===== config.mk =====
export PLATFORM = sky130hd
export DESIGN_NAME = sokoban_move_history_flat
export DESIGN_NICKNAME = d
export VERILOG_FILES = /design/src/rtl/sokoban_move_history_pkg.sv /design/src/rtl/sokoban_move_history_if.sv /design/src/rtl/sokoban_move_history_ram.sv /design/src/rtl/sokoban_move_history.sv /design/src/flat_wrapper.sv
export SDC_FILE = /design/constraint.sdc
export NUM_CORES = 1
export LEC_CHECK = 0
export ABC_AREA = 1
export BUFFER_PORTS_ARGS = -buffer_cell sky130_fd_sc_hd__buf_2
export CAP_MARGIN = 15
export CORE_ASPECT_RATIO = 0.5
export CORE_UTILIZATION = 34
export CTS_CLUSTER_DIAMETER = 50
export DETAILED_ROUTE_END_ITERATION = 8
export PLACE_DENSITY = 0.55
export SETUP_SLACK_MARGIN = 0.5
export SLEW_MARGIN = 20
export SYNTH_ARGS = -nofsm -noshare
export SYNTH_HDL_FRONTEND = slang
export SYNTH_SLANG_ARGS = --single-unit

===== constraint.sdc =====
create_clock -name clk -period 2.1 [get_ports clk]
set_input_delay 0.315 -clock clk [delete_from_list [all_inputs] [get_ports clk]]
set_output_delay 0.315 -clock clk [all_outputs]
set_load 0.01 [all_outputs]

===== src/rtl/sokoban_move_history_pkg.sv =====
`default_nettype none
// ============================================================================
// Module   : sokoban_move_history_pkg
// Purpose  : Shared move-direction encoding and record-layout helpers for the
//            undo-history buffer and its users.
// Ports    : none (package)
// Revision : 1.0 - initial release
// ============================================================================
package sokoban_move_history_pkg;

  typedef enum logic [1:0] {
    DIR_UP    = 2'd0,
    DIR_DOWN  = 2'd1,
    DIR_LEFT  = 2'd2,
    DIR_RIGHT = 2'd3
  } dir_e;

  // A history record is {dir[1:0], box, pos[POS_W-1:0]}.
  function automatic int rec_w(input int pos_w);
    return pos_w + 3;
  endfunction

endpackage
`default_nettype wire


===== src/rtl/sokoban_move_history_if.sv =====
`default_nettype none
// ============================================================================
// Module   : sokoban_move_history_if
// Purpose  : Bundle of the push/pop/status signals between the game core
//            (master) and the undo-history buffer (slave).
// Ports    : master drives clear, push_*, pop_req, step_limit;
//            slave drives pop_*, count, empty, full, overflowed, step,
//            limit_hit.
// Revision : 1.0 - initial release
// ============================================================================
interface sokoban_move_history_if #(
  parameter int POS_W  = 6,
  parameter int STEP_W = 8,
  parameter int DEPTH  = 16
);
  localparam int CNT_W = $clog2(DEPTH + 1);

  logic              clear;
  logic              push_valid;
  logic [1:0]        push_dir;
  logic              push_box;
  logic [POS_W-1:0]  push_pos;
  logic              pop_req;
  logic              pop_valid;
  logic              pop_nack;
  logic [1:0]        pop_dir;
  logic              pop_box;
  logic [POS_W-1:0]  pop_pos;
  logic [CNT_W-1:0]  count;
  logic              empty;
  logic              full;
  logic              overflowed;
  logic [STEP_W-1:0] step;
  logic [STEP_W-1:0] step_limit;
  logic              limit_hit;

  modport master (
    output clear, push_valid, push_dir, push_box, push_pos, pop_req, step_limit,
    input  pop_valid, pop_nack, pop_dir, pop_box, pop_pos, count, empty, full,
           overflowed, step, limit_hit
  );

  modport slave (
    input  clear, push_valid, push_dir, push_box, push_pos, pop_req, step_limit,
    output pop_valid, pop_nack, pop_dir, pop_box, pop_pos, count, empty, full,
           overflowed, step, limit_hit
  );

endinterface
`default_nettype wire


===== src/rtl/sokoban_move_history_ram.sv =====
`default_nettype none
// ============================================================================
// Module   : sokoban_move_history_ram
// Purpose  : DEPTH x WIDTH register array holding past move records.
//            One write port; read data is registered and only updated on a
//            read strobe, so it holds the last popped record.
// Ports    : clk, reset    - clock, synchronous active-high reset
//            we_i/waddr_i/wdata_i - write port
//            re_i/raddr_i  - read strobe and address
//            rdata_o       - registered read data (0 after reset)
// Revision : 1.0 - initial release
// ============================================================================
module sokoban_move_history_ram
  import sokoban_move_history_pkg::*;
#(
  parameter int DEPTH = 16,
  parameter int WIDTH = rec_w(6)
) (
  input  wire logic                     clk,
  input  wire logic                     reset,
  input  wire logic                     we_i,
  input  wire logic [$clog2(DEPTH)-1:0] waddr_i,
  input  wire logic [WIDTH-1:0]         wdata_i,
  input  wire logic                     re_i,
  input  wire logic [$clog2(DEPTH)-1:0] raddr_i,
  output logic      [WIDTH-1:0]         rdata_o
);

  logic [WIDTH-1:0] mem_q [DEPTH];
  logic [WIDTH-1:0] rdata_q;

  // Storage needs no reset: entries are only read after being written.
  always_ff @(posedge clk) begin
    if (we_i) begin
      mem_q[waddr_i] <= wdata_i;
    end
  end

  always_ff @(posedge clk) begin
    if (reset) begin
      rdata_q <= '0;
    end else if (re_i) begin
      rdata_q <= mem_q[raddr_i];
    end
  end

  assign rdata_o = rdata_q;

endmodule
`default_nettype wire


===== src/rtl/sokoban_move_history.sv =====
`default_nettype none
// ============================================================================
// Module   : sokoban_move_history
// Purpose  : DEPTH-entry undo ring for the sokoban core. Each accepted move is
//            pushed; each rising edge of pop_req pops the newest record. Keeps
//            a saturating step counter and a step-limit lose flag.
// Ports    : clk, reset - clock, synchronous active-high reset
//            bus        - slave side of sokoban_move_history_if
// Revision : 1.0 - initial release
// ============================================================================
module sokoban_move_history
  import sokoban_move_history_pkg::*;
#(
  parameter int POS_W  = 6,
  parameter int DEPTH  = 16,
  parameter int STEP_W = 8
) (
  input wire logic               clk,
  input wire logic               reset,
  sokoban_move_history_if.slave  bus
);

  localparam int PTR_W = $clog2(DEPTH);
  localparam int CNT_W = $clog2(DEPTH + 1);
  localparam int REC_W = rec_w(POS_W);

  logic [PTR_W-1:0]  wr_ptr_q, wr_ptr_d;
  logic [CNT_W-1:0]  count_q, count_d;
  logic [STEP_W-1:0] step_q, step_d;
  logic              ovf_q, ovf_d;
  logic              pop_req_q;
  logic              pop_valid_q;
  logic              pop_nack_q;
  logic              limit_hit_q;

  logic [PTR_W-1:0]  w_ptr_inc;
  logic [PTR_W-1:0]  w_ptr_dec;
  logic              w_empty;
  logic              w_full;
  logic              w_pop_edge;
  logic              w_pop_try;
  logic              w_pop_ok;
  logic [REC_W-1:0]  w_wdata;
  logic [REC_W-1:0]  w_rdata;

  // DEPTH need not be a power of two, so wrap the pointer explicitly.
  assign w_ptr_inc = (wr_ptr_q == PTR_W'(DEPTH - 1)) ? '0 : wr_ptr_q + PTR_W'(1);
  assign w_ptr_dec = (wr_ptr_q == '0) ? PTR_W'(DEPTH - 1) : wr_ptr_q - PTR_W'(1);

  assign w_empty = (count_q == '0);
  assign w_full  = (count_q == CNT_W'(DEPTH));

  // A pop edge is consumed even when clear or push wins the cycle, so a held
  // pop_req never retriggers after the competing event goes away.
  assign w_pop_edge = bus.pop_req & ~pop_req_q;
  assign w_pop_try  = w_pop_edge & ~bus.clear & ~bus.push_valid;
  assign w_pop_ok   = w_pop_try & ~w_empty;

  assign w_wdata = {bus.push_dir, bus.push_box, bus.push_pos};

  always_comb begin
    wr_ptr_d = wr_ptr_q;
    count_d  = count_q;
    step_d   = step_q;
    ovf_d    = ovf_q;
    if (bus.clear) begin
      wr_ptr_d = '0;
      count_d  = '0;
      step_d   = '0;
      ovf_d    = 1'b0;
    end else if (bus.push_valid) begin
      wr_ptr_d = w_ptr_inc;
      // When full, the write lands on the oldest slot and count stays put.
      if (w_full) begin
        ovf_d = 1'b1;
      end else begin
        count_d = count_q + CNT_W'(1);
      end
      if (step_q != '1) begin
        step_d = step_q + STEP_W'(1);
      end
    end else if (w_pop_ok) begin
      wr_ptr_d = w_ptr_dec;
      count_d  = count_q - CNT_W'(1);
      if (step_q != '0) begin
        step_d = step_q - STEP_W'(1);
      end
    end
  end

  always_ff @(posedge clk) begin
    if (reset) begin
      wr_ptr_q    <= '0;
      count_q     <= '0;
      step_q      <= '0;
      ovf_q       <= 1'b0;
      pop_req_q   <= 1'b0;
      pop_valid_q <= 1'b0;
      pop_nack_q  <= 1'b0;
      limit_hit_q <= 1'b0;
    end else begin
      wr_ptr_q    <= wr_ptr_d;
      count_q     <= count_d;
      step_q      <= step_d;
      ovf_q       <= ovf_d;
      pop_req_q   <= bus.pop_req;
      pop_valid_q <= w_pop_ok;
      pop_nack_q  <= w_pop_try & w_empty;
      limit_hit_q <= (bus.step_limit != '0) && (step_q >= bus.step_limit);
    end
  end

  // The read is issued at the newest entry in the pop cycle; data appears
  // alongside pop_valid one cycle later and holds until the next pop.
  sokoban_move_history_ram #(
    .DEPTH (DEPTH),
    .WIDTH (REC_W)
  ) u_ram (
    .clk     (clk),
    .reset   (reset),
    .we_i    (bus.push_valid & ~bus.clear),
    .waddr_i (wr_ptr_q),
    .wdata_i (w_wdata),
    .re_i    (w_pop_ok),
    .raddr_i (w_ptr_dec),
    .rdata_o (w_rdata)
  );

  assign bus.pop_dir    = w_rdata[REC_W-1 -: 2];
  assign bus.pop_box    = w_rdata[POS_W];
  assign bus.pop_pos    = w_rdata[POS_W-1:0];
  assign bus.pop_valid  = pop_valid_q;
  assign bus.pop_nack   = pop_nack_q;
  assign bus.count      = count_q;
  assign bus.empty      = w_empty;
  assign bus.full       = w_full;
  assign bus.overflowed = ovf_q;
  assign bus.step       = step_q;
  assign bus.limit_hit  = limit_hit_q;

endmodule
`default_nettype wire


===== src/flat_wrapper.sv =====
// flat-port wrapper written by rule: the top's interface ports become plain ports
module sokoban_move_history_flat import sokoban_move_history_pkg::*;
#(
  parameter int POS_W  = 6,
  parameter int DEPTH  = 16,
  parameter int STEP_W = 8
)
  (clk, reset, bus_clear, bus_push_valid, bus_push_dir, bus_push_box, bus_push_pos, bus_pop_req, bus_step_limit, bus_pop_valid, bus_pop_nack, bus_pop_dir, bus_pop_box, bus_pop_pos, bus_count, bus_empty, bus_full, bus_overflowed, bus_step, bus_limit_hit);
  sokoban_move_history_if #(.POS_W(POS_W), .STEP_W(STEP_W), .DEPTH(DEPTH)) bus_i ();
  input wire logic clk;
  input wire logic reset;
  input wire logic [$bits(bus_i.clear)-1:0] bus_clear;
  input wire logic [$bits(bus_i.push_valid)-1:0] bus_push_valid;
  input wire logic [$bits(bus_i.push_dir)-1:0] bus_push_dir;
  input wire logic [$bits(bus_i.push_box)-1:0] bus_push_box;
  input wire logic [$bits(bus_i.push_pos)-1:0] bus_push_pos;
  input wire logic [$bits(bus_i.pop_req)-1:0] bus_pop_req;
  input wire logic [$bits(bus_i.step_limit)-1:0] bus_step_limit;
  output wire logic [$bits(bus_i.pop_valid)-1:0] bus_pop_valid;
  output wire logic [$bits(bus_i.pop_nack)-1:0] bus_pop_nack;
  output wire logic [$bits(bus_i.pop_dir)-1:0] bus_pop_dir;
  output wire logic [$bits(bus_i.pop_box)-1:0] bus_pop_box;
  output wire logic [$bits(bus_i.pop_pos)-1:0] bus_pop_pos;
  output wire logic [$bits(bus_i.count)-1:0] bus_count;
  output wire logic [$bits(bus_i.empty)-1:0] bus_empty;
  output wire logic [$bits(bus_i.full)-1:0] bus_full;
  output wire logic [$bits(bus_i.overflowed)-1:0] bus_overflowed;
  output wire logic [$bits(bus_i.step)-1:0] bus_step;
  output wire logic [$bits(bus_i.limit_hit)-1:0] bus_limit_hit;
  assign bus_i.clear = bus_clear;
  assign bus_i.push_valid = bus_push_valid;
  assign bus_i.push_dir = bus_push_dir;
  assign bus_i.push_box = bus_push_box;
  assign bus_i.push_pos = bus_push_pos;
  assign bus_i.pop_req = bus_pop_req;
  assign bus_i.step_limit = bus_step_limit;
  assign bus_pop_valid = bus_i.pop_valid;
  assign bus_pop_nack = bus_i.pop_nack;
  assign bus_pop_dir = bus_i.pop_dir;
  assign bus_pop_box = bus_i.pop_box;
  assign bus_pop_pos = bus_i.pop_pos;
  assign bus_count = bus_i.count;
  assign bus_empty = bus_i.empty;
  assign bus_full = bus_i.full;
  assign bus_overflowed = bus_i.overflowed;
  assign bus_step = bus_i.step;
  assign bus_limit_hit = bus_i.limit_hit;
  sokoban_move_history #(.POS_W(POS_W), .DEPTH(DEPTH), .STEP_W(STEP_W)) u_core (.clk(clk), .reset(reset), .bus(bus_i));
endmodule

-- Word-level counts from Yosys, hierarchy flattened
Memory sizes are Yosys's and may differ from the RTL's. A register that Yosys moved wholly into a read port is not among the register bits.
Index checks and enable logic that the tools add are counted.
- bitwise gates (word level): 10
- multiplexer cells: 13
- magnitude comparators: 1
- $add $sub $neg: 6
- eq/ne operators: 5
- reduce and logical (&&, ||, !) cells: 11
- operator list (kind ; count):
    8-bit two-way mux ; 4
    4-bit two-way mux ; 4
    8-bit nonzero test ; 2
    5-bit two-way mux ; 3
    8-bit by 1-bit adder with 8-bit output, second input constant ; 1
    8-bit >= comparator ; 1
    8-bit inequality test, second input constant ; 1
    8-bit by 1-bit subtractor with 8-bit output, second input constant ; 1
    1-bit bitwise AND ; 6
    5-bit by 1-bit adder with 5-bit output, second input constant ; 1
    5-bit == test, second input constant ; 1
    5-bit logical NOT ; 1
    5-bit by 1-bit subtractor with 5-bit output, second input constant ; 1
    4-bit by 1-bit adder with 4-bit output, second input constant ; 1
    4-bit == test, second input constant ; 1
    4-bit logical NOT ; 1
    1-bit inverter ; 4
    2-bit AND reduction ; 2
    2-bit nonzero test ; 2
    4-bit by 1-bit subtractor with 4-bit output, second input constant ; 1
    3-bit AND reduction ; 1
    1-bit two-way mux ; 2
    2-bit by 1-bit inequality test with 1-bit output, second input constant ; 1
    2-bit inequality test, second input constant ; 1
    other kinds (2) ; 2
- bits of input ports: 22
- memories: 1
- flip-flop bits (word level): 22
- word-level logic and storage cells: 55
- output and inout port bits: 28
- RAM bits: 144
- memory list (memory ; words ; bits a word ; read ports ; clocked after Yosys merged registers in ; wr ports ; RTL line ; RTL):
    u_core.u_ram.mem_q ; 16 ; 9 ; 1 ; 1 ; 1 ; sokoban_move_history_ram.sv:29 ; logic [WIDTH-1:0] mem_q [DEPTH];

-- Depth between registers and ports, before layout
- depth after elaboration: 7
- mapped depth: 12
- gate-level depth less buffers: 11

-- By module
Synthesis repeated with hierarchy kept, for this count alone.
- cell total of the unflattened synthesis: 842
- area, all modules: 8131.5 um2
- by module, submodules not included (module ; area each (um2) ; sequential area each (um2) ; times used ; cells each):
    sokoban_move_history_ram ; 6256.0 ; 4504.3 ; 1 ; 546
    sokoban_move_history ; 1875.5 ; 440.4 ; 1 ; 296

-- Worst setup path before layout
No wires, ideal clock.
- path kind: flip-flop to flip-flop
- start point: register u_core.wr_ptr_q[0]
- end point: register u_core.u_ram.rdata_q[4] (netlist: u_core.u_ram.rdata_o[4]) (read register of u_core.u_ram.mem_q)
- period minus slack after synthesis: 1.883 ns
- path slack: 0.217 ns
- setup time: 0.070 ns
- buffers on the path: 3
- data arrival time: 1.813 ns
- stages on the path, launching flop included: 13
- required time: 2.030 ns
- path through: dfxtp_1 > inv_2 > ha_1 > buf_2 > inv_1 > buf_4 > clkbuf_1 > nand3_1 > nand3_1 > nand2_1 > nand2_1 > nand2_1 > a21oi_1
- longest elaborated chain between the ends: 2
- elaborated cells between the ends (all ways): 3
- classes of those cells: 1 x add/sub; 1 x mux; 1 x reduce/logical
- ends and longest elaborated chain (element ; RTL line ; RTL):
    from (decl) ; sokoban_move_history.sv:27 ; logic [PTR_W-1:0] wr_ptr_q, wr_ptr_d;
    from (signal assigned) ; sokoban_move_history.sv:102 ; wr_ptr_q <= wr_ptr_d;
    4-bit by 1-bit subtractor with 4-bit output / 4-bit logical NOT (equally long branches) ; sokoban_move_history.sv:48 ; assign w_ptr_dec = (wr_ptr_q == '0) ? PTR_W'(DEPTH - 1) : wr_ptr_q - PTR_W'(1);
    4-bit two-way mux * ; sokoban_move_history.sv:48 ;
    to (decl) ; sokoban_move_history_ram.sv:30 ; logic [WIDTH-1:0] rdata_q;
Mark *: on every way between the ends. The rest lies on a longest branch, timed or not.
A chain may end at the register's enable or synchronous reset.

-- Worst setup path in the final report
- start point: register u_core.wr_ptr_q[1]
- end point: register u_core.u_ram.rdata_q[1] (netlist: u_core.u_ram.rdata_o[1]) (read register of u_core.u_ram.mem_q)
Same word-level chain as after synthesis.

==> summary.md <==
- outcome: complete, no violations
- Worst R2R End: u_core.u_ram.rdata_o[1]
- async set-or-reset flop fraction in the synthesized netlist: 0%
- Core Footprint: 23180 um2
- number of cell rows: 39
- total wire length: 21050 um
- Pins Over Slew Limit: 0
- destination of the worst hold path: u_core.pop_req_q
- min-delay src: reset
- slew margin rel.: 70.30%
- CTS tree: done
- startpoint of the worst-slack reg-to-reg timing path: u_core.wr_ptr_q[1]
- worst hold margin: 0.1212 ns
- mapped cell area: 8157 um2
- I/O pin total: 50
- path class of the lowest-slack min-delay path: in -> reg
- overall die height: 111.5 um
- register bit total from synthesis: 175
- critical path peak fanout: 7
- total count of hold-check failures in the final report: 0
- reg2reg path depth: 9
- WHS Path Cells: 2
- Unique masters post-synth: 44
- number of nets with antenna violations after detailed routing: 0
- WL/cell: 17.41 um
- max-cap violations: 0
- most numerous cell types in the synthesized netlist: nand2_1 (170), edfxtp_1 (144), inv_1 (106), nand3_1 (97), nor2_1 (44)
- First DRT Iteration DRCs: 443
- number of vias per cell after detailed routing: 4.907
- Die Outline Area: 24650 um2
- total clock sinks: 175
- flop-to-flop setup slack: 0.34 ns
- unrepaired setup endpoints after global routing: true
- Peak VDD IR: 575.9 uV
- layout cell share with drive strength beyond 1: 26.05%
- crit end category: flop
- pin count of the biggest net entering global routing: 30
- antenna violations before repair: 0
- 1st-pass router iterations: 5
- top cell type by total area after synthesis: edfxtp_1
- endpoints failing setup: 0
- initial core utilization: 35.19%
- leakage power: 4.159 nW
- die width: 221.0 um
- antenna diode count: 0
- top-count cell post-synth: nand2_1
- via count: 5932
- per-instance average area after synthesis: 10.07 um2
- RD Place Congestion: 0.7821
- placed cells: 1161
- Layout Nets: 935
- post-route clock period utilization: 83.66%
- Setup Total Neg Slack: 0 ns
- CTS buffer count: 17
- power consumption: 8.060 mW
- peak clock frequency supported by timing: 0.5692 GHz
- DRC Markers: 0
- maximum clock insertion buffer count: 2
- main area contributors after synthesis: edfxtp_1 (53%), nand2_1 (7.8%), dfxtp_1 (7.6%)
- Port-buffer cells: 49
- clock latency at the later pin of the worst-skew pair: 0.43 ns
- instance count of the mapped netlist: 810
- data arrival time of the worst path: 2.07 ns
- pwr/cell area: 794.7 nW/um2
- area added between synthesis and finish: 24.34%
- residual overflow from global routing: 0
- slew at the pin closest to its max-slew limit: 0.4454 ns
- number of synthesized flops with an enable pin: 144
- CP required: 2.42 ns
- clock period minus worst slack: 1.757 ns
- final standard cell count with taps included and fillers excluded: 1209
- Synth Net Count: 856
- clock root buffer: clkbuf_16
- All-Layer GR Usage: 17.27%
- clk slew on worst S/H paths: 0.07 ns
- Detail Placement HPWL: 13230 um
- global-route wire length before repair: 32350 um
- Ys Warns: 0
- startpoint class of the critical path: flop
- via count of the first global-routing pass: 5756
- Top FF cell, synth: edfxtp_1
- clock tree skew after final layout: 0.009885 ns
- post-synth top area share: 53.01%
- sequential fraction of the synthesis area: 60.62%
- crit path kind: reg -> reg
- deepest level of the CTS H-tree: 4
[cell families (layout without fill, tap and decap cells)]
logic type,count (synthesis),in the layout,share of synthesized area [%]
AO/OA/AOI/OAI,112,112,7.501
XOR/XNOR,10,10,1.074
adder cells (fa/ha/maj),24,24,3.866
buffers and inverters,147,239,7.961
flip-flops,175,175,60.62
AND/OR/NAND/NOR,342,342,18.98
[area by class of cell]
| class | count | area (um2) |
|---|---|---|
| clock buffer | 17 | 425.4 |
| clock inverter | 15 | 207.7 |
| fill | 2194 | 13040 |
| inverter | 114 | 479.2 |
| multi-input combinational | 488 | 2934 |
| sequential | 175 | 4975 |
| tap | 307 | 384.1 |
| timing repair buffer | 93 | 737.0 |
[layout by cell type (no fill, tap or decap), types with 3 or more instances in the layout]
cell type / Yosys / routed
ha_4: 0 / 4
a21oi_1: 43 / 37
o21ai_0: 40 / 35
nor2_2: 1 / 5
a31oi_1: 3 / 3
buf_4: 6 / 29
bufinv_16: 0 / 4
xnor2_1: 4 / 4
inv_6: 0 / 6
nand2_1: 170 / 163
buf_12: 0 / 4
nand3_1: 97 / 64
edfxtp_1: 144 / 144
o21ai_1: 11 / 9
inv_2: 4 / 5
dfxtp_1: 31 / 17
nand4_1: 4 / 4
nand2_2: 2 / 9
o21ai_2: 0 / 7
inv_8: 1 / 4
nand3_4: 1 / 4
buf_2: 11 / 48
buf_6: 5 / 7
dfxtp_2: 0 / 9
nand3_2: 0 / 30
a21oi_2: 2 / 8
nor2_1: 44 / 38
nand3b_1: 9 / 9
dfxtp_4: 0 / 5
ha_1: 22 / 17
inv_1: 106 / 100
clkbuf_16: 0 / 19
nor2_4: 2 / 4
o211ai_1: 9 / 9
xor2_1: 6 / 6
[timing repair]
item / 4_1_cts / 5_1_grt
setup buffers: 8 / 3
hold endpoints to repair: 0 / 0
hold buffers: 0 / 0
setup endpoints to repair: 27 / 56
gates cloned: 3 / 2
resized for setup: 49 / 79
pin swaps: 9 / 23
[power by group]
group	switching [mW]	internal, mW
Clock	1.39	2.01
Combinational	0.524	0.291
Sequential	0.0493	3.79
[worst max-delay path, stage by stage (launching register included)]
cell,delay [ns]
dfxtp_4,0.38
inv_8,0.05
ha_4,0.15
or2_1,0.23
a21oi_2,0.19
buf_6,0.22
buf_8,0.16
nand3_2,0.09
nand3_2,0.10
a21oi_1,0.06
[metrics by stage]
| stage | setup WS [ns] | area [um2] | util (%) |
|---|---|---|---|
| after floorplan | 0.4666 | 8220 | - |
| after global placement | 0.2015 | 8837 | 38.13 |
| after detailed placement | 0.1575 | 8837 | 38.13 |
| after CTS | 0.3613 | 9786 | 42.22 |
| after global routing | 0.2973 | 10140 | 43.76 |
| final | 0.3431 | 10140 | 43.76 |
[how the worst max path moves through the flow]
stage / to / slack (ns) / start
after detailed placement: u_core.bus.step[5] / 0.16 / bus_push_valid
after floorplan: u_core.u_ram.mem_q[10][0] / 0.47 / bus_push_valid
after global placement: u_core.u_ram.rdata_o[4] / 0.20 / bus_push_valid
after global routing: u_core.u_ram.rdata_o[4] / 0.30 / u_core.wr_ptr_q[1]
final: u_core.u_ram.rdata_o[1] / 0.34 / u_core.wr_ptr_q[1]
after CTS: u_core.u_ram.rdata_o[8] / 0.36 / u_core.wr_ptr_q[0]
[registers in the layout, summed over array words and instances (netlist names)]
signal	flops
u_core.bus.pop_valid	1
u_core.bus.step	8
u_core.wr_ptr_q	4
u_core.pop_req_q	1
u_core.bus.limit_hit	1
u_core.bus.count	5
u_core.bus.overflowed	1
u_core.bus.pop_nack	1
u_core.u_ram.rdata_o	9
u_core.u_ram.mem_q	144
[metal layers]
layer | GRT usage (%) | vias to the layer above | routed length [um]
met5 | 0 | - | 0
met4 | 4.615 | 0 | 248
met3 | 3.537 | 18 | 880
met2 | 28.33 | 135 | 9868
met1 | 23.34 | 2879 | 10050
li1 | - | 2900 | -
Power figures use the tool's default switching activity.
